<file path="src/rtl/sync_fifo_param.sv">
// sync_fifo_param: single-clock FIFO with its own storage array.
// Provides occupancy count, almost-full/almost-empty thresholds, sticky
// overflow/underflow flags, and either registered or first-word-fall-through
// read presentation.
module sync_fifo_param #(
    parameter int DATA_WIDTH = 8,
    parameter int ADDR_WIDTH = 4,
    parameter int AF_THRESH  = (1 << ADDR_WIDTH) - 4,
    parameter int AE_THRESH  = 2,
    parameter int FWFT       = 0
) (
    input  logic                  clk,
    input  logic                  rst_n,
    input  logic                  wr_en,
    input  logic [DATA_WIDTH-1:0] wr_data,
    input  logic                  rd_en,
    output logic [DATA_WIDTH-1:0] rd_data,
    output logic                  rd_valid,
    output logic                  full,
    output logic                  empty,
    output logic                  almost_full,
    output logic                  almost_empty,
    output logic [ADDR_WIDTH:0]   count,
    output logic                  overflow,
    output logic                  underflow,
    input  logic                  clr_err
);

    localparam int DEPTH = 1 << ADDR_WIDTH;

    // Thresholds sized to the counter so comparisons are width-matched.
    localparam logic [ADDR_WIDTH:0] DEPTH_C = {1'b1, {ADDR_WIDTH{1'b0}}};
    localparam logic [ADDR_WIDTH:0] AF_C    = AF_THRESH[ADDR_WIDTH:0];
    localparam logic [ADDR_WIDTH:0] AE_C    = AE_THRESH[ADDR_WIDTH:0];
    localparam logic [ADDR_WIDTH:0] ONE_C   = {{ADDR_WIDTH{1'b0}}, 1'b1};

    logic [DATA_WIDTH-1:0] mem [DEPTH];
    logic [ADDR_WIDTH:0]   wr_ptr;
    logic [ADDR_WIDTH:0]   rd_ptr;
    logic                  wr_acc;
    logic                  rd_acc;

    // Flags come only from the registered count, so a request never
    // sees its own effect in the same cycle (full blocks write even with
    // a concurrent read, empty blocks read even with a concurrent write).
    assign full         = (count == DEPTH_C);
    assign empty        = (count == '0);
    assign almost_full  = (count >= AF_C);
    assign almost_empty = (count <= AE_C);

    assign wr_acc = wr_en && !full;
    assign rd_acc = rd_en && !empty;

    // Storage write; the array itself is deliberately not reset.
    always_ff @(posedge clk) begin
        if (wr_acc) begin
            mem[wr_ptr[ADDR_WIDTH-1:0]] <= wr_data;
        end
    end

    // Pointer and occupancy update; extra MSB on pointers tracks wrap.
    always_ff @(posedge clk or negedge rst_n) begin
        if (!rst_n) begin
            wr_ptr <= '0;
            rd_ptr <= '0;
            count  <= '0;
        end else begin
            if (wr_acc) wr_ptr <= wr_ptr + ONE_C;
            if (rd_acc) rd_ptr <= rd_ptr + ONE_C;
            if (wr_acc && !rd_acc) begin
                count <= count + ONE_C;
            end else if (rd_acc && !wr_acc) begin
                count <= count - ONE_C;
            end
        end
    end

    // Sticky error flags; a new error in the clearing cycle keeps the flag set.
    always_ff @(posedge clk or negedge rst_n) begin
        if (!rst_n) begin
            overflow  <= 1'b0;
            underflow <= 1'b0;
        end else begin
            if (wr_en && full)  overflow  <= 1'b1;
            else if (clr_err)   overflow  <= 1'b0;
            if (rd_en && empty) underflow <= 1'b1;
            else if (clr_err)   underflow <= 1'b0;
        end
    end

    generate
        if (FWFT != 0) begin : g_fwft
            // Head word is presented combinationally; rd_en just pops it.
            assign rd_data  = empty ? '0 : mem[rd_ptr[ADDR_WIDTH-1:0]];
            assign rd_valid = !empty;
        end else begin : g_std
            logic [DATA_WIDTH-1:0] rd_data_q;
            logic                  rd_valid_q;

            // Registered read: data captured on the popping edge, held otherwise.
            always_ff @(posedge clk or negedge rst_n) begin
                if (!rst_n) begin
                    rd_data_q  <= '0;
                    rd_valid_q <= 1'b0;
                end else begin
                    rd_valid_q <= rd_acc;
                    if (rd_acc) rd_data_q <= mem[rd_ptr[ADDR_WIDTH-1:0]];
                end
            end

            assign rd_data  = rd_data_q;
            assign rd_valid = rd_valid_q;
        end
    endgenerate

endmodule

</file>
<file path="config.mk">
export PLATFORM = sky130hd
export DESIGN_NAME = sync_fifo_param
export DESIGN_NICKNAME = d
export VERILOG_FILES = /design/src/rtl/sync_fifo_param.sv
export SDC_FILE = /design/constraint.sdc
export NUM_CORES = 1
export LEC_CHECK = 0
export CORE_ASPECT_RATIO = 0.75
export CORE_MARGIN = 1.5
export CORE_UTILIZATION = 50
export DETAILED_ROUTE_END_ITERATION = 7
export PLACE_DENSITY_LB_ADDON = 0.3
export SLEW_MARGIN = 20
export SYNTH_ARGS = -nofsm -noshare
export SYNTH_HDL_FRONTEND = slang
export SYNTH_SLANG_ARGS = --single-unit
</file>
<file path="constraint.sdc">
create_clock -name clk -period 3.68 [get_ports clk]
set_input_delay 0.368 -clock clk [delete_from_list [all_inputs] [get_ports clk]]
set_output_delay 0.368 -clock clk [all_outputs]
set_load 0.02 [all_outputs]
</file>
# Word level (Yosys, flattened, before mapping)
# Memory sizes are Yosys's and may differ from the RTL's. A register that Yosys moved wholly into a read port is not among the register bits.
# Cells that the tools add are included.
# totals
regBits,18
mem_bits_rw,128
inputBits,13
output_inout_bits,20
mem_count,1
# classes
n_addsub,4
magnitude_cmp,2
eq_ne,1
muxes,7
reduce_logical,15
# memory_table
name,depth,width,rd,rd_ports_with_merged_regs,write_ports,line,rtl
mem,16,8,1,1,1,37,logic [DATA_WIDTH-1:0] mem [DEPTH];
# ops
op,n
adder 5 x 1 -> 5 bit (second input constant),3
two-way mux 5 bit,2
logical AND 1 bit,6
nonzero test 2 bit,3
equality test 5 bit (second input constant),1
greater-or-equal comparator 5 x 4 -> 1 bit (second input constant),1
less-or-equal comparator 5 x 2 -> 1 bit (second input constant),1
logical NOT 1 bit,5
logical NOT 5 bit,1
two-way mux 1 bit,5
subtractor 5 x 1 -> 5 bit (second input constant),1

# Longest topological paths before layout
# logic_depth
ltp_word,7
depth_mapped,11
ltp_nobuf,10

# Least setup slack after synthesis
# Ideal clock, no wire load.
# synth_timing
path_type,flip-flop to flip-flop
startpoint,register count[3]
endpoint,register count[4]
setup_time_ns,0.081
arrival_ns,2.737
path_slack_ns,0.862
path_stages_with_launch,12
path_buffers,1
cell_sequence,dfrtp_1 -> or3_4 -> nor3_4 -> or2b_4 -> buf_6 -> ha_1 -> inv_1 -> ha_1 -> a21o_1 -> a21oi_1 -> mux2i_1 -> xnor2_1
# synth_via
elab_chain_cells,6
# synth_lines
element,line,rtl
from (decl),23,"output logic [ADDR_WIDTH:0] count,"
from (signal assigned),71,count <= count + ONE_C;
from (signal assigned),73,count <= count - ONE_C;
logical NOT 5 bit (*),47,assign empty = (count == '0);
named net empty,20,"output logic empty,"
logical NOT 1 bit (*),52,assign rd_acc = rd_en && !empty;
logical AND 1 bit (*),52,
logical NOT 1 bit,70,if (wr_acc && !rd_acc) begin
logical AND 1 bit,70,
two-way mux 5 bit or nonzero test 2 bit (tied branches),--,
# Mark *: on every way through the listed nets, which the timed path passes. The rest lies on a longest branch. The select of a mux whose other input is x is not followed.
# A chain may end at the register's enable or synchronous reset.

# Worst setup path in the final report
# layout_timing
startpoint,register count[2]
endpoint,register count[4]
# layout_via
elab_chain_cells,6
# layout_lines
element
branches (longest 6 deep; another with subtractor 5 x 1 -> 5 bit)
# Several ways; the timed one is not identified. The select of a mux whose other input is x is not followed.

==> results.tsv <==
metric	value	unit
clock_skew	10.5	ps
maxSlewViolCount	0	
first_iter_violations	288	
initial_utilization	52.2	%
ctsHtreeMaxLevel	4	
criticalPathCategory	reg -> reg	
cellLeakagePower	0.00255	uW
via_per_inst	5.54	
crit_top_cell	ha_1	
coreArea	0.0118	mm2
post-route-min-period	2790	ps
holdWs	485	ps
synth_nets	344	
peakVddDrop	0.419	mV
end_kind	register	
ant_nets	0	
dp.cells	512	
hold_viol_final	0	
ys_ff_latch	152	
max_stage_delay	450	ps
grt_pass1_wl	18500	um
cts_made_buffers	17	
final_cells	543	
numPortBuffers	32	
layout_common_cells	edfxtp_1 (128), mux4_2 (32), clkdlybuf4s50_1 (31)	
grt_max_degree	25	
gp_congestion	0.792	
powerDensity	822	mW/mm2
clock-sinks	152	
tightest_slew	935	ps
synth_top_area_cell	edfxtp_1	
layout.nets	394	
via_count	3010	
start_kind	register	
cp_cell_sequence	or3_4, nor3_4, or2b_4, ha_1, inv_1, ha_1, a21o_1, a21oi_1, mux2i_1, xnor2_1	
fmax	359	MHz
ys_seq_area_share	72.3	%
reg2regPathDepth	10	
num_rows	34	
die_area	0.0130	mm2
finalCritPeriodShare	75.7	%
min_path_type	in -> async	
synth_cell_type_count	39	
grt_setup_unrepaired	no	
setup_viol	0	
insertion_delay	410	ps
area_delta_synth_final	18.8	%
yosysWarnings	0	
cts_root_buf	clkbuf_16	
cts_buffer_depth	2	
tritoncts	yes	
synth_area_leaders	edfxtp_1 (62%), mux4_2 (12%), dfrtp_1 (9.8%)	
path_max_fanout	12	
setup_ws	893	ps
fp.dieH	99.1	um
dpl.hpwl	7620	um
final_common_cell	edfxtp_1	
drive_above_1_share	22.6	%
grtUsageTotal	20.5	%
die_width	131	um
async_reset_ff_share	15.8	%
maxCapViolCount	0	
place_ws	899	ps
synth.avg_cell_area	19.2	um2
synth_flop_cell	edfxtp_1	
drc_errors	0	
r2r_slack	890	ps
pin_count	33	
netlist_area	0.00615	mm2
diodes	0	
drt_first_pass_iters	5	
wl	12000	um
clk_pin_slew	60	ps
synth_edf_count	128	
cts_resized	0	
status	finished clean	
tns	0	ps
synth_cells	320	
crit_arrival	3120	ps
crit_slowest_cell	dfrtp_1	
grt_overflow_total	0	
grt_pass1_vias	3134	
wire_per_inst	22.1	um
yosysTopAreaCellShare	62.5	%
post_cts_buffers	0	
relSlewSlack	37.4	%
antenna_found_initial	0	
crit_required	4010	ps
area by class of cell:
class | instances | area [um2]
fill | 853 | 4470
sequential | 152 | 4440
multi-input combinational | 143 | 1570
clock buffer | 19 | 433
timing repair buffer | 47 | 430
tap | 162 | 203
clock inverter | 11 | 196
inverter | 9 | 36.3
power by group:
part | internal [uW] | switching (uW) | total (uW)
sequential | 2140 | 261 | 2400
combinational | 854 | 894 | 1750
clock | 1200 | 656 | 1860
total | 4200 | 1810 | 6010
state kept, by name, indices dropped and copies added, names as in the netlist:
name,flops
mem,128
wr_ptr,4
rd_data,8
rd_ptr,4
overflow,1
count,5
rd_valid,1
underflow,1
worst max-delay path, delay by kind of cell, from the launching register on:
family / cells / cell delay [ps]
AND/OR/NAND/NOR: 3 / 850
adder cells (fa/ha/maj): 2 / 560
flip-flops: 1 / 450
AO/OA/AOI/OAI: 2 / 350
multiplexers: 1 / 240
XOR/XNOR: 1 / 140
buffers and inverters: 1 / 120
path summary, 6_finish.rpt:
path	startpoint	endpoint
max	count[2]	count[4]
min	rst_n	count[0]
max reg2reg	count[2]	count[4]
min reg2reg	underflow	underflow
max in group asynchronous	rst_n	rd_data[5]
min in group clk	underflow	underflow
synthesized netlist by cell type (2+ instances only):
library cell,n
a21oi_1,3
a22o_1,2
buf_2,8
buf_6,4
clkbuf_1,2
dfrtp_1,24
edfxtp_1,128
ha_1,10
inv_1,8
mux2i_1,16
mux4_2,32
nand2_1,21
nand2b_1,2
nor2_1,15
nor3_1,4
o21ai_0,4
o221ai_1,7
xnor2_1,9
stage by stage:
stage / power, uW / util, % / cell area (um2)
final: 6010 / 62.0 / 7310
after global routing: 6300 / 62.0 / 7310
after CTS: 6060 / 62.0 / 7310
after detailed placement: 4190 / 56.6 / 6670
after global placement: 4140 / 56.6 / 6680
after floorplan: 3620 / - / 6150
per-layer routing:
layer / share of wire (%) / vias up / track usage (%) / routed length, um
met5: 0 / - / 0 / 0
met4: 0.28 / 0 / 5.75 / 33
met3: 6.9 / 2 / 5.32 / 829
met2: 46 / 98 / 30.3 / 5510
met1: 47 / 1552 / 30.5 / 5620
li1: - / 1358 / - / -
kinds of logic after synthesis:
| family | count (synthesis) | share of synthesized area [%] |
|---|---|---|
| flops | 152 | 72.3 |
| simple gates | 54 | 4.56 |
| mux | 48 | 14.3 |
| buf+inv | 25 | 2.28 |
| compound gates | 20 | 2.81 |
| fa+ha+maj | 11 | 2.36 |
| xor+xnor | 10 | 1.42 |
repair_timing:
item                       4_1_cts  5_1_grt
hold buffers                     1        0
setup endpoints to repair        0        0
hold endpoints to repair        24        0
No activity file was read; power rests on OpenSTA's default activity.
